File: src/rtl/irq_timer_pkg.sv
// ============================================================================
// irq_timer_pkg : register offsets, bit indices and reset values for irq_timer
// Rev 1.0
// ============================================================================
`default_nettype none

package irq_timer_pkg;

    typedef enum logic [7:0] {
        REG_CTRL     = 8'h00,
        REG_STATUS   = 8'h01,
        REG_RELOAD_L = 8'h02,
        REG_RELOAD_H = 8'h03,
        REG_COUNT_L  = 8'h04,
        REG_COUNT_H  = 8'h05,
        REG_UPTIME0  = 8'h06,
        REG_UPTIME1  = 8'h07,
        REG_UPTIME2  = 8'h08,
        REG_UPTIME3  = 8'h09,
        REG_START    = 8'h0A
    } reg_ofs_e;

    localparam int CTRL_EN   = 0;
    localparam int CTRL_AUTO = 1;
    localparam int CTRL_IE   = 2;

    localparam int STAT_EXP  = 0;
    localparam int STAT_RUN  = 1;

    localparam logic [2:0]  CTRL_RST     = 3'b000;
    localparam logic        EXP_RST      = 1'b0;
    localparam logic        RUN_RST      = 1'b0;
    localparam logic [15:0] RELOAD_RST   = 16'h0000;
    localparam logic [15:0] COUNT_RST    = 16'h0000;
    localparam logic [7:0]  CNT_SNAP_RST = 8'h00;
    localparam logic [31:0] UPTIME_RST   = 32'h0000_0000;
    localparam logic [23:0] UP_SNAP_RST  = 24'h00_0000;

endpackage

`default_nettype wire

File: src/rtl/irq_timer_tick_prescaler.sv
// ============================================================================
// tick_prescaler : free-running 0..DIV-1 divider, one-cycle tick at DIV-1
// Rev 1.0
// ============================================================================
`default_nettype none

module tick_prescaler #(
    parameter int DIV = 27000
) (
    input  logic clk_i,
    input  logic rst_n_i,
    output logic tick_o
);

    localparam int          W    = $clog2(DIV);
    localparam logic [W-1:0] LAST = W'(DIV - 1);

    logic [W-1:0] cnt_q;
    logic [W-1:0] cnt_d;

    assign tick_o = (cnt_q == LAST);

    always_comb begin
        cnt_d = tick_o ? '0 : cnt_q + W'(1);
    end

    always_ff @(posedge clk_i or negedge rst_n_i) begin
        if (!rst_n_i) begin
            cnt_q <= '0;
        end else begin
            cnt_q <= cnt_d;
        end
    end

endmodule

`default_nettype wire

File: src/rtl/irq_timer.sv
// ============================================================================
// irq_timer : bus-mapped uptime counter and 16-bit countdown with active-low IRQ
// Rev 1.0
// ============================================================================
`default_nettype none

module irq_timer
    import irq_timer_pkg::*;
#(
    parameter int CLK_FREQ_HZ = 27000000,
    parameter int TICK_HZ     = 1000
) (
    input  logic       clk_i,
    input  logic       rst_n_i,
    input  logic       cs_i,
    input  logic       r_w_n_i,
    input  logic [7:0] addr_i,
    input  logic [7:0] data_i,
    output logic [7:0] data_o,
    output logic       irq_n_o
);

    localparam int DIV = CLK_FREQ_HZ / TICK_HZ;

    logic        tick;
    logic        wr;
    logic        rd;

    logic [2:0]  ctrl_q,     ctrl_d;
    logic        exp_q,      exp_d;
    logic        run_q,      run_d;
    logic [15:0] reload_q,   reload_d;
    logic [15:0] count_q,    count_d;
    logic [7:0]  cnt_snap_q, cnt_snap_d;
    logic [31:0] up_q,       up_d;
    logic [23:0] up_snap_q,  up_snap_d;

    tick_prescaler #(
        .DIV    (DIV)
    ) u_prescaler (
        .clk_i  (clk_i),
        .rst_n_i(rst_n_i),
        .tick_o (tick)
    );

    assign wr = cs_i & ~r_w_n_i;
    assign rd = cs_i &  r_w_n_i;

    always_comb begin
        ctrl_d     = ctrl_q;
        exp_d      = exp_q;
        run_d      = run_q;
        reload_d   = reload_q;
        count_d    = count_q;
        cnt_snap_d = cnt_snap_q;
        up_d       = tick ? up_q + 32'd1 : up_q;
        up_snap_d  = up_snap_q;

        if (wr && addr_i == REG_CTRL)     ctrl_d          = data_i[2:0];
        if (wr && addr_i == REG_RELOAD_L) reload_d[7:0]   = data_i;
        if (wr && addr_i == REG_RELOAD_H) reload_d[15:8]  = data_i;
        if (wr && addr_i == REG_STATUS && data_i[STAT_EXP]) exp_d = 1'b0;

        if (rd && addr_i == REG_COUNT_L)  cnt_snap_d = count_q[15:8];
        if (rd && addr_i == REG_UPTIME0)  up_snap_d  = up_q[31:8];

        // START outranks a coincident tick; an expiry outranks a coincident EXP clear.
        if (wr && addr_i == REG_START) begin
            count_d = reload_q;
            run_d   = 1'b1;
        end else if (tick && ctrl_q[CTRL_EN] && run_q) begin
            if (count_q > 16'd1) begin
                count_d = count_q - 16'd1;
            end else begin
                exp_d = 1'b1;
                if (ctrl_q[CTRL_AUTO]) begin
                    count_d = reload_q;
                end else begin
                    count_d = 16'd0;
                    run_d   = 1'b0;
                end
            end
        end
    end

    always_ff @(posedge clk_i or negedge rst_n_i) begin
        if (!rst_n_i) begin
            ctrl_q     <= CTRL_RST;
            exp_q      <= EXP_RST;
            run_q      <= RUN_RST;
            reload_q   <= RELOAD_RST;
            count_q    <= COUNT_RST;
            cnt_snap_q <= CNT_SNAP_RST;
            up_q       <= UPTIME_RST;
            up_snap_q  <= UP_SNAP_RST;
        end else begin
            ctrl_q     <= ctrl_d;
            exp_q      <= exp_d;
            run_q      <= run_d;
            reload_q   <= reload_d;
            count_q    <= count_d;
            cnt_snap_q <= cnt_snap_d;
            up_q       <= up_d;
            up_snap_q  <= up_snap_d;
        end
    end

    always_comb begin
        data_o = 8'h00;
        if (cs_i) begin
            case (addr_i)
                REG_CTRL:     data_o = {5'b00000, ctrl_q};
                REG_STATUS: begin
                    data_o[STAT_EXP] = exp_q;
                    data_o[STAT_RUN] = run_q;
                end
                REG_RELOAD_L: data_o = reload_q[7:0];
                REG_RELOAD_H: data_o = reload_q[15:8];
                REG_COUNT_L:  data_o = count_q[7:0];
                REG_COUNT_H:  data_o = cnt_snap_q;
                REG_UPTIME0:  data_o = up_q[7:0];
                REG_UPTIME1:  data_o = up_snap_q[7:0];
                REG_UPTIME2:  data_o = up_snap_q[15:8];
                REG_UPTIME3:  data_o = up_snap_q[23:16];
                default:      data_o = 8'h00;
            endcase
        end
    end

    assign irq_n_o = ~(exp_q & ctrl_q[CTRL_IE]);

endmodule

`default_nettype wire
File: config.mk
export PLATFORM = sky130hd
export DESIGN_NAME = irq_timer
export DESIGN_NICKNAME = d
export VERILOG_FILES = /design/src/rtl/irq_timer_pkg.sv /design/src/rtl/irq_timer_tick_prescaler.sv /design/src/rtl/irq_timer.sv
export SDC_FILE = /design/constraint.sdc
export NUM_CORES = 1
export LEC_CHECK = 0
export ABC_CLOCK_PERIOD_IN_PS = 2300
export CAP_MARGIN = 30
export CELL_PAD_IN_SITES_DETAIL_PLACEMENT = 1
export CELL_PAD_IN_SITES_GLOBAL_PLACEMENT = 1
export CORE_ASPECT_RATIO = 0.7
export CORE_MARGIN = 1.5
export CORE_UTILIZATION = 40
export CTS_BUF_LIST = sky130_fd_sc_hd__clkbuf_4
export DETAILED_ROUTE_END_ITERATION = 7
export HOLD_SLACK_MARGIN = 0.05
export MAX_ROUTING_LAYER = met4
export PLACE_DENSITY_LB_ADDON = 0.1
export SETUP_SLACK_MARGIN = 0.4
export SLEW_MARGIN = 20
export SYNTH_ARGS = -nofsm -noshare
export SYNTH_HDL_FRONTEND = slang
export SYNTH_SLANG_ARGS = --single-unit
File: constraint.sdc
create_clock -name clk_i -period 2.3 [get_ports clk_i]
set_clock_uncertainty 0.05 [all_clocks]
set_input_delay 0.345 -clock clk_i [delete_from_list [all_inputs] [get_ports clk_i]]
set_output_delay 0.345 -clock clk_i [all_outputs]
set_load 0.1 [all_outputs]
==> flow_summary.html, run 1 <==
<table>
<tr><th>Metric</th><th>Value</th></tr>
<tr><th colspan="2">Die</th></tr>
<tr><td>Die outline height</td><td>105.9 µm</td></tr>
<tr><td>Placeable Area</td><td>0.01472 mm²</td></tr>
<tr><td>Initial Utilization</td><td>41.11%</td></tr>
<tr><td>Ports placed on the boundary</td><td>29</td></tr>
<tr><td>Core Rows</td><td>37</td></tr>
<tr><td>Chip width</td><td>150.0 µm</td></tr>
<tr><td>Total die area</td><td>0.01589 mm²</td></tr>
<tr><th colspan="2">Route</th></tr>
<tr><td>Number of remaining DRC errors</td><td>0</td></tr>
<tr><td>First-pass DRT Iterations</td><td>5</td></tr>
<tr><td>Via Count</td><td>5406</td></tr>
<tr><td>Detailed-route wire length per cell</td><td>24.00 µm</td></tr>
<tr><td>Iter 0 DRT Violations</td><td>309</td></tr>
<tr><td>Antenna-violating nets left</td><td>0</td></tr>
<tr><td>Via density</td><td>5.745</td></tr>
<tr><td>Routed WL</td><td>22590 µm</td></tr>
<tr><th colspan="2">Logic synthesis</th></tr>
<tr><td>Number of synthesized flops with an enable pin</td><td>0</td></tr>
<tr><td>Top flip-flop cell by instance count after synthesis</td><td>sky130_fd_sc_hd__dfrtp_1</td></tr>
<tr><td>Post-Synthesis Cells</td><td>560</td></tr>
<tr><td>Mapped Area</td><td>0.006052 mm²</td></tr>
<tr><td>Flip-flop and latch count after synthesis</td><td>116</td></tr>
<tr><td>Fraction of registers with async set or reset after synthesis</td><td>100.0%</td></tr>
<tr><td>Average footprint of a synthesized cell</td><td>10.81 µm²</td></tr>
<tr><td>Count of warnings emitted by yosys</td><td>0</td></tr>
<tr><td>Number of unique standard cell types used by synthesis</td><td>57</td></tr>
<tr><td>Part of the Yosys area used for sequential elements</td><td>47.96%</td></tr>
<tr><td>Post-synthesis net count</td><td>584</td></tr>
<tr><th colspan="2">STA</th></tr>
<tr><td>Slew at the pin closest to its max-slew limit</td><td>0.6217 ns</td></tr>
<tr><td>Final-layout worst hold slack</td><td>0.1634 ns</td></tr>
<tr><td>Headroom to the max-slew limit</td><td>58.55%</td></tr>
<tr><td>Post-route setup slack</td><td>-0.2246 ns</td></tr>
<tr><td>Post-route minimum period</td><td>2.525 ns</td></tr>
<tr><td>Final setup violation count</td><td>7</td></tr>
<tr><td>Highest achievable clock rate</td><td>396.1 MHz</td></tr>
<tr><td>Final-report hold violation count</td><td>0</td></tr>
<tr><td>Setup repair after global routing missed its margin</td><td>true</td></tr>
<tr><td>Period Utilization, post-route</td><td>109.8%</td></tr>
<tr><td>Final number of max-transition violations</td><td>0</td></tr>
<tr><th colspan="2">Worst setup path</th></tr>
<tr><td>Worst-path fanout max</td><td>5</td></tr>
<tr><td>CP peak stage delay</td><td>0.51 ns</td></tr>
<tr><td>Startpoint type of the worst setup path</td><td>flop</td></tr>
<tr><td>Data required, critical path</td><td>1.90 ns</td></tr>
<tr><td>Master of the slowest instance on the critical path</td><td>sky130_fd_sc_hd__mux4_2</td></tr>
<tr><td>List of cells traversed by the critical path</td><td>mux4_2 &gt; a22oi_2 &gt; a31oi_4 &gt; buf_12</td></tr>
<tr><td>Category of the worst setup path capture point</td><td>primary output</td></tr>
<tr><td>Worst setup path class</td><td>reg2out</td></tr>
<tr><td>Crit path DAT</td><td>2.13 ns</td></tr>
<tr><th colspan="2">Global routing</th></tr>
<tr><td>Largest net degree at the start of global routing</td><td>65</td></tr>
<tr><td>First-pass GRT wire length</td><td>33470 µm</td></tr>
<tr><td>Initial antenna violation count</td><td>0</td></tr>
<tr><td>Vias in the first global route</td><td>5848</td></tr>
<tr><td>Gr usage total</td><td>29.19%</td></tr>
<tr><td>Gr ovfl total</td><td>0</td></tr>
<tr><th colspan="2">Clocking</th></tr>
<tr><td>Total clock buffers created by CTS</td><td>17</td></tr>
<tr><td>Clk slew on worst S/H paths</td><td>0.13 ns</td></tr>
<tr><td>Sink Count</td><td>116</td></tr>
<tr><td>Clock latency at the later pin of the worst-skew pair</td><td>0.56 ns</td></tr>
<tr><td>Clock tree from TritonCTS</td><td>done</td></tr>
<tr><td>Buffer cell driving the clock tree root</td><td>sky130_fd_sc_hd__clkbuf_4</td></tr>
<tr><td>Depth of the CTS H-tree</td><td>4</td></tr>
<tr><td>Clock buffer depth</td><td>2</td></tr>
<tr><th colspan="2">Flow run</th></tr>
<tr><td>Max-cap violations</td><td>0</td></tr>
<tr><th colspan="2">Cells and area</th></tr>
<tr><td>Share of final-layout standard cells stronger than drive strength 1</td><td>52.28%</td></tr>
<tr><td>Area of the multi-input gates</td><td>0.003943 mm²</td></tr>
<tr><td>Utilization after layout</td><td>63.16%</td></tr>
<tr><td>Leading cell type in the layout, fill and taps excluded</td><td>sky130_fd_sc_hd__dfrtp_1</td></tr>
<tr><td>Final-layout fill cell count</td><td>1480</td></tr>
<tr><td>Number of antenna repair diodes</td><td>0</td></tr>
<tr><td>Highest-count cells in the layout ignoring fill and taps</td><td>sky130_fd_sc_hd__dfrtp_1 (107), sky130_fd_sc_hd__buf_4 (104), sky130_fd_sc_hd__mux2_2 (47)</td></tr>
<tr><td>Number of nets in the final layout</td><td>757</td></tr>
<tr><td>Final instance area</td><td>0.009298 mm²</td></tr>
<tr><td>Layout overhead on the synthesized area</td><td>53.63%</td></tr>
<tr><td>Register Area</td><td>0.002914 mm²</td></tr>
<tr><th colspan="2">Placed design</th></tr>
<tr><td>Routability Congestion</td><td>0.9150</td></tr>
<tr><td>Post-Place Cell Area</td><td>0.007626 mm²</td></tr>
<tr><td>DP HPWL</td><td>14410 µm</td></tr>
<tr><td>Number of port buffers</td><td>28</td></tr>
<tr><th colspan="2">Outcome</th></tr>
<tr><td>Outcome</td><td>complete, but fails checks</td></tr>
<tr><td>Failing checks</td><td>negative setup slack</td></tr>
<tr><th colspan="2">Pwr</th></tr>
<tr><td>Pwr Total</td><td>4212 µW</td></tr>
<tr><td>Leak Pwr</td><td>0.004325 µW</td></tr>
<tr><td>Worst ir drop on vdd</td><td>0.4024 mV</td></tr>
<tr><td>Power Dens Cells</td><td>453.0 mW/mm²</td></tr>
<tr><th colspan="2">Worst hold path</th></tr>
<tr><td>Path category of the worst min-delay check</td><td>in2async</td></tr>
</table>
-- routing by layer --
layer | part of all wire, % | routed length, µm | GRT usage, % | up-vias
met5 | 0 | 0 | - | -
met4 | 1.7 | 377 | 9.384 | 0
met3 | 4.8 | 1075 | 5.751 | 30
met2 | 48 | 10870 | 43.94 | 120
met1 | 45 | 10270 | 39.75 | 2828
li1 | - | - | - | 2428
-- where the power goes --
| part | switching [µW] | internal (µW) |
|---|---|---|
| Clock | 859 | 976 |
| Combinational | 166 | 136 |
| Sequential | 19.8 | 2060 |
| Total | 1040 | 3170 |
-- worst max-delay path: cells and delay by family, from the launching register on --
family / cells / cell delay [ns]
muxes: 1 / 0.51
buffers and inverters: 1 / 0.18
AOI/OAI and AO/OA: 2 / 0.41
DFF: 1 / 0.49
-- what timing repair did --
item / CTS / global route
hold buffers: 1 / 0
pin swaps: 58 / 55
setup buffers: 44 / 24
gates resized for setup: 140 / 68
endpoints found under the setup margin: 97 / 59
endpoints found under the hold margin: 85 / 0
cloned: 1 / 0
-- through the flow --
step	instances	setup WS (ns)	TNS (ns)
floorplan	560	-0.1413	-0.8588
global placement	839	-0.3182	-14.44
detailed placement	839	-0.4401	-18.59
CTS	917	-0.2241	-1.291
global route	941	-0.2927	-2.605
finish	941	-0.2246	-1.268
-- synthesized netlist by cell type, drive strengths merged, types with 8 or more instances --
cell    instances  area (µm²)
xor2           29       254.0
inv            16       60.06
dfrtp         116        2903
xnor2          14       122.6
buf             9       52.55
o211ai         14       105.1
a22oi          15       112.6
nand4          19       140.1
clkbuf         15       56.30
nand2          55       211.5
o21ai          19       95.09
mux2           50       563.0
a31oi           9       56.30
nor2b           8       50.05
nor2           32       120.1
nor3           20       111.4
nor4           14       138.9
a22o            9       78.83
or4             9       75.07
nand3          22       110.1
-- cell families after synthesis --
logic type	synth area share, %
multiplexers	12.03
AO/OA/AOI/OAI	10.59
adder cells (fa/ha/maj)	0.8270
buffers and inverters	2.791
AND/OR/NAND/NOR	19.58
XOR/XNOR	6.223
flip-flops	47.96
-- state kept, by name, indices dropped and copies added (netlist names) --
register	count
cnt_snap_q	8
count_q	16
ctrl_q	3
exp_q	1
reload_q	16
run_q	1
u_prescaler.cnt_q	15
up_q	32
up_snap_q	24
-- area by class of cell --
type | count | share of cell area [%]
sequential | 116 | 31.34
clock inverter | 13 | 2.019
inverter | 16 | 0.6459
clock buffer | 19 | 1.534
tap | 195 | 2.624
timing repair buffer | 178 | 19.43
multi-input combinational | 404 | 42.40
-- worst paths after layout --
check | start | to | slack (ns) | cells after the start
max | up_q[3] | data_o[3] | -0.22 | 4
min | rst_n_i | u_prescaler.cnt_q[3] | 0.16 | 2
max reg2reg | u_prescaler.cnt_q[12] | count_q[3] | 0.05 | 7
min reg2reg | up_q[31] | up_q[31] | 0.43 | 1
max in group asynchronous | rst_n_i | up_q[7] | 1.24 | 3
min in group clk_i | data_i[4] | reload_q[4] | 0.40 | 2
(Power assumes the default switching activity.)
==> inputs of run 2 (changes only) <==
- CORE_UTILIZATION: 40 -> 45
==> flow_summary.html, run 2 (same netlist as run 1, synthesis figures left out) <==
<table>
<tr><th>Metric</th><th>Value</th></tr>
<tr><th colspan="2">Cells and area</th></tr>
<tr><td>Register Area</td><td>0.002922 mm² (+0.26%)</td></tr>
<tr><td>Final-layout fill cell count</td><td>1305 (-12%)</td></tr>
<tr><td>Leading cell type in the layout, fill and taps excluded</td><td>sky130_fd_sc_hd__buf_4</td></tr>
<tr><td>Area of the multi-input gates</td><td>0.003865 mm² (-2.0%)</td></tr>
<tr><td>Share of final-layout standard cells stronger than drive strength 1</td><td>51.44% (-0.84 points)</td></tr>
<tr><td>Max FFs per register</td><td>32 (unchanged)</td></tr>
<tr><td>Utilization after layout</td><td>68.42% (+5.3 points)</td></tr>
<tr><td>Number of antenna repair diodes</td><td>0 (unchanged)</td></tr>
<tr><td>Regs by FF count</td><td>up_q: 32 flops, up_snap_q: 24 flops</td></tr>
<tr><td>Number of nets in the final layout</td><td>743 (-1.8%)</td></tr>
<tr><td>Layout overhead on the synthesized area</td><td>48.52%</td></tr>
<tr><td>Final standard cell count with taps included and fillers excluded</td><td>897 (-4.7%)</td></tr>
<tr><td>Highest-count cells in the layout ignoring fill and taps</td><td>sky130_fd_sc_hd__buf_4 (103), sky130_fd_sc_hd__dfrtp_1 (101), sky130_fd_sc_hd__mux2_2 (49)</td></tr>
<tr><td>Final instance area</td><td>0.008989 mm² (-3.3%)</td></tr>
<tr><td>Register with the most flip-flops</td><td>up_q</td></tr>
<tr><th colspan="2">Placed design</th></tr>
<tr><td>Post-Place Cell Area</td><td>0.007520 mm² (-1.4%)</td></tr>
<tr><td>Routability Congestion</td><td>0.9733 (+6.4%)</td></tr>
<tr><td>DP HPWL</td><td>13990 µm (-2.9%)</td></tr>
<tr><td>Number of port buffers</td><td>28 (unchanged)</td></tr>
<tr><td>Placed cell count</td><td>799 (-4.8%)</td></tr>
<tr><td>Worst setup slack after placement</td><td>-0.3963 ns (+0.04383 ns)</td></tr>
<tr><th colspan="2">Global routing</th></tr>
<tr><td>Largest net degree at the start of global routing</td><td>49 (-25%)</td></tr>
<tr><td>First-pass GRT wire length</td><td>34070 µm (+1.8%)</td></tr>
<tr><td>Gr usage total</td><td>33.72% (+4.5 points)</td></tr>
<tr><td>Initial antenna violation count</td><td>0 (unchanged)</td></tr>
<tr><td>Gr ovfl total</td><td>0 (unchanged)</td></tr>
<tr><td>Vias in the first global route</td><td>6020 (+2.9%)</td></tr>
<tr><th colspan="2">Route</th></tr>
<tr><td>Routed WL</td><td>26820 µm (+19%)</td></tr>
<tr><td>Via Count</td><td>5965 (+10%)</td></tr>
<tr><td>Detailed-route wire length per cell</td><td>29.90 µm (+25%)</td></tr>
<tr><td>Iter 0 DRT Violations</td><td>491 (+59%)</td></tr>
<tr><td>Via density</td><td>6.650 (+16%)</td></tr>
<tr><td>Number of remaining DRC errors</td><td>0 (unchanged)</td></tr>
<tr><td>First-pass DRT Iterations</td><td>5 (unchanged)</td></tr>
<tr><td>Antenna-violating nets left</td><td>0 (unchanged)</td></tr>
<tr><th colspan="2">STA</th></tr>
<tr><td>Headroom to the max-slew limit</td><td>70.34% (+12 points)</td></tr>
<tr><td>Setup repair after global routing missed its margin</td><td>true</td></tr>
<tr><td>Final setup violation count</td><td>17 (+10)</td></tr>
<tr><td>Highest achievable clock rate</td><td>364.2 MHz (-8.1%)</td></tr>
<tr><td>Final-report hold violation count</td><td>0 (unchanged)</td></tr>
<tr><td>Final number of max-transition violations</td><td>0 (unchanged)</td></tr>
<tr><td>Slew at the pin closest to its max-slew limit</td><td>0.4415 ns (-0.1802 ns)</td></tr>
<tr><td>Post-route minimum period</td><td>2.746 ns (+0.2211 ns)</td></tr>
<tr><td>Sum of negative setup slack</td><td>-2.226 ns (-0.9579 ns)</td></tr>
<tr><td>Period Utilization, post-route</td><td>119.4% (+9.6 points)</td></tr>
<tr><td>Post-route setup slack</td><td>-0.4457 ns (-0.2211 ns)</td></tr>
<tr><th colspan="2">Worst setup path</th></tr>
<tr><td>Setup crit start</td><td>reload_q[1]</td></tr>
<tr><td>Data required, critical path</td><td>1.90 ns (about the same)</td></tr>
<tr><td>Startpoint type of the worst setup path</td><td>flop</td></tr>
<tr><td>Internal reg-to-reg setup slack</td><td>-0.19 ns (-0.24 ns)</td></tr>
<tr><td>Worst-path fanout max</td><td>2 (-3)</td></tr>
<tr><td>Reg-to-reg endpoint</td><td>count_q[15]</td></tr>
<tr><td>Critical R2R Launch</td><td>count_q[10]</td></tr>
<tr><td>Category of the worst setup path capture point</td><td>primary output</td></tr>
<tr><td>Crit path DAT</td><td>2.35 ns (+0.22 ns)</td></tr>
<tr><td>Worst setup path class</td><td>reg2out</td></tr>
<tr><td>Reg2Reg Depth</td><td>8 (+1)</td></tr>
<tr><td>Last element of the critical path</td><td>data_o[1]</td></tr>
<tr><th colspan="2">Pwr</th></tr>
<tr><td>Share of total power in combinational logic</td><td>8.5% (+1.3 points)</td></tr>
<tr><td>Share of power burned in the clock network</td><td>40.1% (-3.5 points)</td></tr>
<tr><td>Sequential group share of total power</td><td>51.4% (+2.1 points)</td></tr>
<tr><td>Power Dens Cells</td><td>449.9 mW/mm² (-0.68%)</td></tr>
<tr><td>Worst ir drop on vdd</td><td>0.3046 mV (-24%)</td></tr>
<tr><td>Internal cell power</td><td>2942 µW (-7.1%)</td></tr>
<tr><td>Leak Pwr</td><td>0.004258 µW (-1.5%)</td></tr>
<tr><td>Psw</td><td>1103 µW (+5.5%)</td></tr>
<tr><td>Proportion of total power due to net switching</td><td>27.26% (+2.5 points)</td></tr>
<tr><th colspan="2">Outcome</th></tr>
<tr><td>Outcome</td><td>complete, but fails checks</td></tr>
<tr><td>Failing checks</td><td>negative setup slack</td></tr>
<tr><th colspan="2">Clocking</th></tr>
<tr><td>Total clock buffers created by CTS</td><td>17 (unchanged)</td></tr>
<tr><td>Clock latency at the later pin of the worst-skew pair</td><td>0.57 ns (about the same)</td></tr>
<tr><td>Clock tree from TritonCTS</td><td>done</td></tr>
<tr><td>Depth of the CTS H-tree</td><td>4 (unchanged)</td></tr>
<tr><td>Clk slew on worst S/H paths</td><td>0.14 ns (about the same)</td></tr>
<tr><td>Sink Count</td><td>116 (unchanged)</td></tr>
<tr><td>Buffer cell driving the clock tree root</td><td>sky130_fd_sc_hd__clkbuf_4</td></tr>
<tr><td>Clock buffer depth</td><td>2 (unchanged)</td></tr>
<tr><th colspan="2">Die</th></tr>
<tr><td>Placeable Area</td><td>0.01314 mm² (-11%)</td></tr>
<tr><td>Initial Utilization</td><td>46.07% (+5.0 points)</td></tr>
<tr><td>Chip width</td><td>141.6 µm (-5.6%)</td></tr>
<tr><td>Ports placed on the boundary</td><td>29 (unchanged)</td></tr>
<tr><td>Total die area</td><td>0.01416 mm² (-11%)</td></tr>
<tr><td>Die outline height</td><td>100.0 µm (-5.6%)</td></tr>
<tr><td>Core Rows</td><td>35 (-5.4%)</td></tr>
<tr><th colspan="2">Flow run</th></tr>
<tr><td>Max-cap violations</td><td>0 (unchanged)</td></tr>
<tr><th colspan="2">Worst hold path</th></tr>
<tr><td>Path category of the worst min-delay check</td><td>in2async</td></tr>
</table>
==> run 2: worst min path at each step <==
stage / to / slack, ns
6_report: reload_q[1] / 0.18
5_1_grt: reload_q[1] / 0.17
4_1_cts: count_q[13] / 0.18
3_5_place_dp: count_q[11] / 0.24
2_1_floorplan: cnt_snap_q[0] / -0.0006
3_3_place_gp: count_q[11] / 0.24
==> run 2: metrics by stage <==
step / hold WS, ns / power, µW
2_1_floorplan: -0.0005911 / 2199
3_3_place_gp: 0.2356 / 2363
3_5_place_dp: 0.2362 / 2371
4_1_cts: 0.1790 / 3951
5_1_grt: 0.1685 / 4156
6_report: 0.1755 / 4044
==> run 2: power by group through the flow <==
| stage | Combinational (µW) | Sequential (µW) | Clock, µW |
|---|---|---|---|
| after floorplan | 91.8 | 2110 | 0 |
| after global placement | 249 | 2110 | 0 |
| after detailed placement | 256 | 2120 | 0 |
| after CTS | 299 | 2070 | 1580 |
| after global routing | 354 | 2080 | 1720 |
| final | 342 | 2080 | 1620 |
==> run 2: layer usage <==
metal	routed length (µm)	GRT usage [%]	up-vias
met3	2199	7.729	126
met1	10620	41.41	3070
met5	0	-	-
met2	12790	53.55	368
li1	-	-	2401
met4	1211	15.31	0
==> run 2: critical path, stage by stage, from the launching register on <==
cell                      delay (ns)
sky130_fd_sc_hd__dfrtp_1        0.44
sky130_fd_sc_hd__mux2_4         0.29
sky130_fd_sc_hd__a22oi_2        0.23
sky130_fd_sc_hd__nor3_2         0.06
sky130_fd_sc_hd__o31ai_1        0.34
sky130_fd_sc_hd__buf_4          0.19
sky130_fd_sc_hd__a21oi_4        0.06
sky130_fd_sc_hd__buf_12         0.16
==> run 2: layout make-up <==
cell class                 instances  share of cell area (%)
tap                              166                   2.311
sequential                       116                   32.50
multi-input combinational        404                   43.00
timing repair buffer             164                   18.44
inverter                          16                  0.6682
clock buffer                      18                   1.503
clock inverter                    13                   1.573
==> run 2: repair_timing <==
| item | in CTS | in global routing |
|---|---|---|
| pin swaps | 56 | 33 |
| hold endpoints to repair | 116 | 0 |
| setup endpoints to repair | 96 | 55 |
| buffers inserted | 38 | 25 |
| gates cloned | 3 | 0 |
| hold buffers | 1 | 0 |
| resized for setup | 129 | 49 |
==> inputs of run 3 (changes only) <==
- SLEW_MARGIN: 20 -> default
==> results of run 3 <==
Final layout, timing and power as in run 2 (identical DEF).
